--- src/rtl/uart_pkg.sv ---
// uart_pkg: shared state encoding and constants for the UART TX arbitration blocks
package uart_pkg;
  typedef enum logic [1:0] {IDLE = 2'd0, HDR = 2'd1, DATA = 2'd2} state_e;
  localparam logic [7:0] HDR_BASE_DEF = 8'hA0;
  localparam int GID_W = 4;
endpackage

--- src/rtl/uart_rr_pick.sv ---
// uart_rr_pick: rotate-priority picker, first asserted request after rr_ptr_i (modulo N_REQ)
module uart_rr_pick import uart_pkg::*; #(
  parameter int N_REQ = 4
) (
  input  logic [N_REQ-1:0] req_i,
  input  logic [GID_W-1:0] rr_ptr_i,
  output logic             any_o,
  output logic [GID_W-1:0] idx_o
);
  logic [15:0] req_pad;
  logic        found;
  assign req_pad = 16'(req_i);
  assign any_o   = |req_i;
  always_comb begin
    found = 1'b0;
    idx_o = '0;
    for (int k = 1; k <= N_REQ; k++) begin
      if (!found && req_pad[4'((int'(rr_ptr_i) + k) % N_REQ)]) begin
        found = 1'b1;
        idx_o = GID_W'((int'(rr_ptr_i) + k) % N_REQ);
      end
    end
  end
endmodule

--- src/rtl/uart_tx_arbiter.sv ---
// uart_tx_arbiter: message-granular round-robin sharing of one TX FIFO write port,
// with optional channel header, length cap and inactivity timeout.
module uart_tx_arbiter import uart_pkg::*; #(
  parameter int         N_REQ     = 4,
  parameter int         HEADER_EN = 1,
  parameter logic [7:0] HDR_BASE  = HDR_BASE_DEF,
  parameter int         MAX_LEN   = 64,
  parameter int         TIMEOUT   = 1024
) (
  input  logic               clk,
  input  logic               reset,
  input  logic [N_REQ-1:0]   req_valid,
  input  logic [8*N_REQ-1:0] req_data,
  input  logic [N_REQ-1:0]   req_last,
  output logic [N_REQ-1:0]   req_ready,
  output logic [7:0]         fifo_data,
  output logic               fifo_write,
  input  logic               fifo_full,
  output logic [GID_W-1:0]   grant_id,
  output logic               busy,
  output logic               len_err,
  output logic               timeout_err
);
  localparam int IW = $clog2(TIMEOUT + 1);
  state_e           state_q, state_d;
  logic [GID_W-1:0] rr_q, rr_d, gid_q, gid_d, pick_idx;
  logic [7:0]       cnt_q, cnt_d;
  logic [IW-1:0]    idle_q, idle_d;
  logic             len_err_q, len_err_d, to_err_q, to_err_d;
  logic             pick_any, g_valid, g_last, xfer;
  logic [15:0]      valid_pad, last_pad, ready_pad;
  logic [127:0]     data_pad;
  assign valid_pad = 16'(req_valid);
  assign last_pad  = 16'(req_last);
  assign data_pad  = 128'(req_data);
  assign g_valid   = valid_pad[gid_q];
  assign g_last    = last_pad[gid_q];
  assign xfer      = state_q == DATA && g_valid && !fifo_full;

  uart_rr_pick #(.N_REQ(N_REQ)) u_pick (
    .req_i    (req_valid),
    .rr_ptr_i (rr_q),
    .any_o    (pick_any),
    .idx_o    (pick_idx)
  );

  always_ff @(posedge clk or posedge reset) begin
    if (reset) begin
      state_q   <= IDLE;
      rr_q      <= GID_W'(N_REQ - 1);
      gid_q     <= '0;
      cnt_q     <= '0;
      idle_q    <= '0;
      len_err_q <= 1'b0;
      to_err_q  <= 1'b0;
    end else begin
      state_q   <= state_d;
      rr_q      <= rr_d;
      gid_q     <= gid_d;
      cnt_q     <= cnt_d;
      idle_q    <= idle_d;
      len_err_q <= len_err_d;
      to_err_q  <= to_err_d;
    end
  end

  always_comb begin
    state_d   = state_q;
    rr_d      = rr_q;
    gid_d     = gid_q;
    cnt_d     = cnt_q;
    idle_d    = idle_q;
    len_err_d = 1'b0;
    to_err_d  = 1'b0;
    if (state_q == IDLE && pick_any) begin
      gid_d   = pick_idx;
      cnt_d   = '0;
      idle_d  = '0;
      state_d = (HEADER_EN != 0) ? HDR : DATA;
    end
    if (state_q == HDR && !fifo_full) state_d = DATA;
    if (xfer) begin
      cnt_d  = cnt_q + 8'd1;
      idle_d = '0;
      // last wins over the length cap when both land on the same byte
      if (g_last || cnt_q == 8'(MAX_LEN - 1)) begin
        state_d   = IDLE;
        rr_d      = gid_q;
        len_err_d = !g_last;
      end
    end
    if (state_q == DATA && !g_valid) begin
      if (idle_q == IW'(TIMEOUT - 1)) begin
        state_d  = IDLE;
        rr_d     = gid_q;
        to_err_d = 1'b1;
      end else idle_d = idle_q + IW'(1);
    end
  end

  always_comb begin
    ready_pad  = (state_q == DATA && !fifo_full) ? 16'(1) << gid_q : '0;
    fifo_write = (state_q == HDR && !fifo_full) || xfer;
    fifo_data  = (state_q == HDR) ? (HDR_BASE | {4'b0, gid_q}) : data_pad[{gid_q, 3'b0} +: 8];
  end

  assign req_ready   = ready_pad[N_REQ-1:0];
  assign grant_id    = gid_q;
  assign busy        = state_q != IDLE;
  assign len_err     = len_err_q;
  assign timeout_err = to_err_q;
endmodule

--- config.mk ---
export PLATFORM = sky130hd
export DESIGN_NAME = uart_tx_arbiter
export DESIGN_NICKNAME = d
export VERILOG_FILES = /design/src/rtl/uart_pkg.sv /design/src/rtl/uart_rr_pick.sv /design/src/rtl/uart_tx_arbiter.sv
export SDC_FILE = /design/constraint.sdc
export NUM_CORES = 1
export LEC_CHECK = 0
export CAP_MARGIN = 5
export CORE_ASPECT_RATIO = 0.9
export CORE_MARGIN = 1
export CORE_UTILIZATION = 45
export DETAILED_ROUTE_END_ITERATION = 10
export DONT_BUFFER_PORTS = 1
export SYNTH_ARGS = -nofsm -noshare
export SYNTH_HDL_FRONTEND = slang
export SYNTH_HIERARCHICAL = 1
export SYNTH_SLANG_ARGS = --single-unit
--- constraint.sdc ---
create_clock -name clk -period 2.92 [get_ports clk]
set_clock_uncertainty 0.15 [all_clocks]
set_input_delay 0.146 -clock clk [delete_from_list [all_inputs] [get_ports clk]]
set_output_delay 0.146 -clock clk [all_outputs]
set_load 0.01 [all_outputs]
# After elaboration in Yosys (flattened, before gate mapping)
# Cells that the tools add are included.
[word_totals]
regBits = 31
latchBits = 0
ramBits = 0
romBits = 0
inputBits = 43
output_inout_bits = 20
wordCells = 98
mem_count = 0
[classes]
addsub = 6
mul = 0
div_mod_pow = 0
order_cmp = 5
n_eq_ne = 4
shift = 2
n_mux = 45
bitwise_logic = 4
reduce_logical = 25
[ops]
columns = ["op", "n"]
rows = [
  ["$shiftx 128x8->8", 1],
  ["$mux 11", 4],
  ["$mux 4", 9],
  ["$lt 3x6->1 const B", 4],
  ["$mux 8", 3],
  ["$mux 1", 17],
  ["$bmux 1 s3", 4],
  ["$mux 2", 6],
  ["$add 11x1->11 const B", 1],
  ["$eq 11x10->1 const B", 1],
  ["$logic_and 1x1->1", 9],
  ["$add 8x1->8 const B", 1],
  ["$bmux 1 s4", 2],
  ["$eq 8x6->1 const B", 1],
  ["$reduce_or 2->1", 4],
  ["$logic_not 1->1", 6],
  ["$lt 4x5->1 const B", 1],
  ["$add 2x1->2 const B", 2],
  ["$add 2x2->2 const B", 2],
  ["$and 1x1->1 const A", 4],
  ["$reduce_bool 2->1", 2],
  ["$reduce_or 4->1", 1],
  ["$shl 1x4->4 const A", 1],
  ["$eq 2x1->1 const B", 1],
  ["other kinds (3)", 4],
]

# Longest topological paths before layout
[depth]
depth_word = 16
ltp_mapped = 6
mapped_depth_nobuf = 6

# By module
# The synthesis kept the hierarchy.
[by_module_without_submodules]
columns = ["module", "instances", "cells_each", "area_per_inst_um2", "seq_area_each_um2"]
rows = [
  ["uart_tx_arbiter", 1, 196, 2039.5, 778.2],
  ["uart_rr_pick", 1, 17, 100.1, 0.0],
]

# Least setup slack after synthesis
# No wires, ideal clock.
[synth_path]
path_kind = "reg2reg"
from = "register gid_q[0] (netlist: grant_id[0])"
to = "register rr_q[2]"
setup_time_ns = 0.128
arrival_ns = 1.850
required_time_ns = 2.642
setup_slack_ns = 0.792
stages_incl_launch_ff = 6
path_buffers = 1
synth_period_minus_slack_ns = 2.128
cell_sequence = "dfrtp_1 buf_6 mux2_4 a221o_1 o22ai_4 mux2_1"
[synth_via]
elab_chain_len = 7
word_cells_on_any_way = 13
cone_classes = "8 x mux; 5 x reduce/logical"
[synth_lines]
columns = ["item", "line_no", "rtl"]
rows = [
  ["start: declaration", "uart_tx_arbiter.sv:26", "logic [GID_W-1:0] rr_q, rr_d, gid_q, gid_d, pick_idx;"],
  ["start signal: assignment", "uart_tx_arbiter.sv:59", "gid_q <= gid_d;"],
  ["$bmux 1 s4 (on tied branches)", "uart_tx_arbiter.sv:37, uart_tx_arbiter.sv:36", ""],
  ["$mux 1 (on tied branches)", "uart_tx_arbiter.sv:37, uart_tx_arbiter.sv:36", ""],
  ["$logic_or 1x1->1 or $logic_and 1x1->1 (tied branches)", "uart_tx_arbiter.sv:86, uart_tx_arbiter.sv:38", ""],
  ["$mux 4 or $logic_and 1x1->1 (tied branches)", "uart_tx_arbiter.sv:86, uart_tx_arbiter.sv:38", ""],
  ["$mux 4", "uart_tx_arbiter.sv:82", "if (xfer) begin"],
  ["$mux 4", "uart_tx_arbiter.sv:93", "if (idle_q == IW'(TIMEOUT - 1)) begin"],
  ["$mux 4 *", "uart_tx_arbiter.sv:92", "if (state_q == DATA && !g_valid) begin"],
  ["named net rr_d[2]", "uart_tx_arbiter.sv:26", ""],
  ["end signal: assignment", "uart_tx_arbiter.sv:50", "rr_q <= GID_W'(N_REQ - 1);"],
  ["end signal: assignment", "uart_tx_arbiter.sv:58", "rr_q <= rr_d;"],
  ["end: declaration", "uart_tx_arbiter.sv:26", ""],
]
# Mark *: on every way through the listed nets, which the timed path passes. The rest lies on a longest branch. The select of a mux whose other input is x is not followed.
# A chain may end at the register's enable or synchronous reset.

# Final worst setup path
[layout_path]
from = "register gid_q[0] (netlist: grant_id[0])"
to = "register idle_q[0]"
[layout_via]
elab_chain_len = 7
word_cells_on_any_way = 9
cone_classes = "5 x mux; 4 x reduce/logical"
[layout_lines]
columns = ["item", "line_no", "rtl"]
rows = [
  ["$bmux 1 s4 *", "uart_tx_arbiter.sv:36", "assign g_valid = valid_pad[gid_q];"],
  ["$mux 1 (implied by the code) *", "uart_tx_arbiter.sv:36", ""],
  ["$logic_and 1x1->1 (2 in a row)", "uart_tx_arbiter.sv:38", "assign xfer = state_q == DATA && g_valid && !fifo_full;"],
  ["$mux 11", "uart_tx_arbiter.sv:82", ""],
  ["$mux 11", "uart_tx_arbiter.sv:93", ""],
  ["$mux 11 *", "uart_tx_arbiter.sv:92", ""],
  ["named net idle_d[0]", "uart_tx_arbiter.sv:28", "logic [IW-1:0] idle_q, idle_d;"],
  ["end signal: assignment", "uart_tx_arbiter.sv:61", "idle_q <= idle_d;"],
  ["end: declaration", "uart_tx_arbiter.sv:28", ""],
]
# Marks and branches as above.

==> results by group <==
Critical path
  – Required time of the critical path: 2980 ps
  – Worst Path Max Fanout: 10
  – Reg-to-reg endpoint: idle_q[0]
  – R2r startpoint: grant_id[0]
  – Crit path DAT: 2430 ps
  – Reg2Reg Setup Slack: 550 ps
  – Critical path endpoint category: flip-flop
  – Crit Path Class: flip-flop to flip-flop
  – Setup crit start kind: flip-flop
  – R2R depth: 4

STA
  – Setup WS post-layout: 552.8 ps
  – Final Cycle Share: 81.07%
  – RSZ-0062 raised after global routing: false
  – Final setup violation count: 0
  – Fmax: 422.4 MHz
  – Min cycle time layout: 2367 ps
  – Worst Tran Pin Value: 1126 ps
  – Setup tns final: 0 ps
  – Final Hold Vio Count: 0
  – Hold_ws: 8.017 ps
  – Pins Over Slew Limit: 0
  – Relative slew slack: 24.83%

Cells and area
  – Share of layout cells above drive strength 1: 14.08%
  – Nets: 257
  – Layout area overhead: 8.904%
  – Fillers: 400
  – Non-filler cells, final: 273
  – Ant diodes: 0

Floorplanning
  – Core footprint: 4239 um^2
  – DIE AREA: 4866 um^2
  – IO Pins: 63
  – Die height: 66.28 um
  – Starting Density: 48.73%
  – Die Width: 73.42 um
  – # rows: 22

Power
  – VDD IR-drop max: 683.4 uV
  – Logic pwr share: 46.4%
  – Sequential share of power: 33.9%
  – P_leak: 0.9583 nW
  – Switching Fraction: 41.47%
  – Clk network pwr share: 19.7%
  – Internal Pwr Total: 1.249 mW
  – P per Cell Area: 948.2 nW/um^2
  – Switching power total: 0.8845 mW

Global routing
  – Global Route met1 Usage: 26.79%
  – GRT busiest layer: met2
  – Gr usage total: 19.79%
  – Routing usage on met2: 31.25%
  – Largest net degree at the start of global routing: 30
  – Global routing usage on met3: 4.878%
  – Antenna violations before repair: 0
  – Vias in the first global route: 1,567
  – Grt total ovfl: 0
  – First-pass GRT wire length: 7.265 mm

Placed design
  – Port buffer count: 0
  – Final HPWL DP: 3.356 mm
  – Pre-CTS WS: 518.1 ps
  – Gpl congestion: 0.8413
  – Placed insts: 262

Clock tree
  – CTS Buf Count: 5
  – CTS max path bufs: 2
  – CTS tree: done
  – Clk pin slew, worst setup/hold paths: 60 ps
  – Number of gates resized after CTS: 0
  – Cts hold-fix bufs: 3
  – CTS root buffer: clkbuf_8
  – CTS sink cnt: 29
  – Clock Latency Late Sink: 270 ps
  – H-tree depth: 2
  – Post-CTS Setup Inserts: 0

Outcome
  – Outcome: finished, final reports clean

Logic synthesis
  – Yosys warning total: 6
  – Post-synthesis instance area: 2066 um^2
  – Mapped Avg Cell Area: 9.931 um^2
  – Cells after synthesis: 208

Routing
  – Initial DRC Count: 51
  – DRT antenna net count: 0
  – DRC violations left: 0
  – WL per Instance: 16.29 um
  – Vias: 1,661
  – Post-DR vias/cell: 6.084
  – Drt pass-1 iters: 4
  – Total Wirelength: 4.448 mm

Hold path
  – Hold crit path type: input pin to flip-flop
  – HP Start: req_valid[3]
  – Hold Path End: grant_id[1]
  – Hold Path Depth: 4

Flow run
  – Number of max-cap violations: 0
-- critical path: stages, from the launching register on --
cell,delay [ps]
dfrtp_1,630
mux4_2,630
a31oi_4,330
a21boi_4,370
mux2_2,210
-- sequential cells by signal, indices dropped and copies added (netlist names) --
| name | flops |
|---|---|
| rr_q | 2 |
| idle_q | 11 |
| cnt_q | 8 |
| grant_id | 4 |
| timeout_err | 1 |
| state_q | 2 |
| len_err | 1 |
-- layer usage --
layer  wire [um]  up-vias
met5           0        -
met4          33        0
met3         168        5
met2        2195       29
met1        2051      829
li1            -      798
-- power by group through the flow --
stage	Clock [mW]	Sequential, mW	Combinational [mW]
final	0.421	0.723	0.989
after global routing	0.453	0.749	1.10
after floorplan	0	0.654	0.906
after global placement	0	0.720	0.957
after detailed placement	0	0.728	0.996
after CTS	0.433	0.723	1.00
-- layout by cell type (no fill, tap or decap), drive strengths merged, types with 4 or more instances in the layout --
cell / instances
nand2: 28
dfrtp: 27
nand3: 8
mux2i: 7
and3: 6
nand4: 5
a21oi: 12
a221o: 4
nor2: 12
nor4: 5
mux4: 8
a22o: 5
mux2: 5
clkbuf: 7
nor3b: 5
o21ai: 8
inv: 10
-- layout make-up --
| type | instances | area (um^2) | area share [%] |
|---|---|---|---|
| flip-flops and latches | 29 | 728.2 | 32.37 |
| inverters | 10 | 37.54 | 1.669 |
| repair buffers | 6 | 52.55 | 2.336 |
| multi-input cells | 160 | 1240 | 55.12 |
| clock buffers | 7 | 86.33 | 3.838 |
| well taps | 60 | 75.07 | 3.337 |
| clock inverters | 1 | 30.03 | 1.335 |
-- metrics by stage --
stage	power [mW]	util, %	instance area [um^2]
3_3_place_gp	1.678	49.62	2103
3_5_place_dp	1.724	49.62	2103
2_1_floorplan	1.560	-	2069
6_report	2.133	53.07	2250
5_1_grt	2.297	53.07	2250
4_1_cts	2.157	53.07	2250
-- worst max-delay path by stage --
stage                           start   endpoint  depth (start not counted)
after global placement    grant_id[0]  idle_q[0]                          4
after floorplan           grant_id[0]    rr_q[0]                          5
after CTS                 grant_id[0]  idle_q[0]                          4
after detailed placement  grant_id[0]  idle_q[9]                          4
after global routing      grant_id[0]  idle_q[9]                          4
final                     grant_id[0]  idle_q[0]                          4
(Power assumes the default switching activity.)
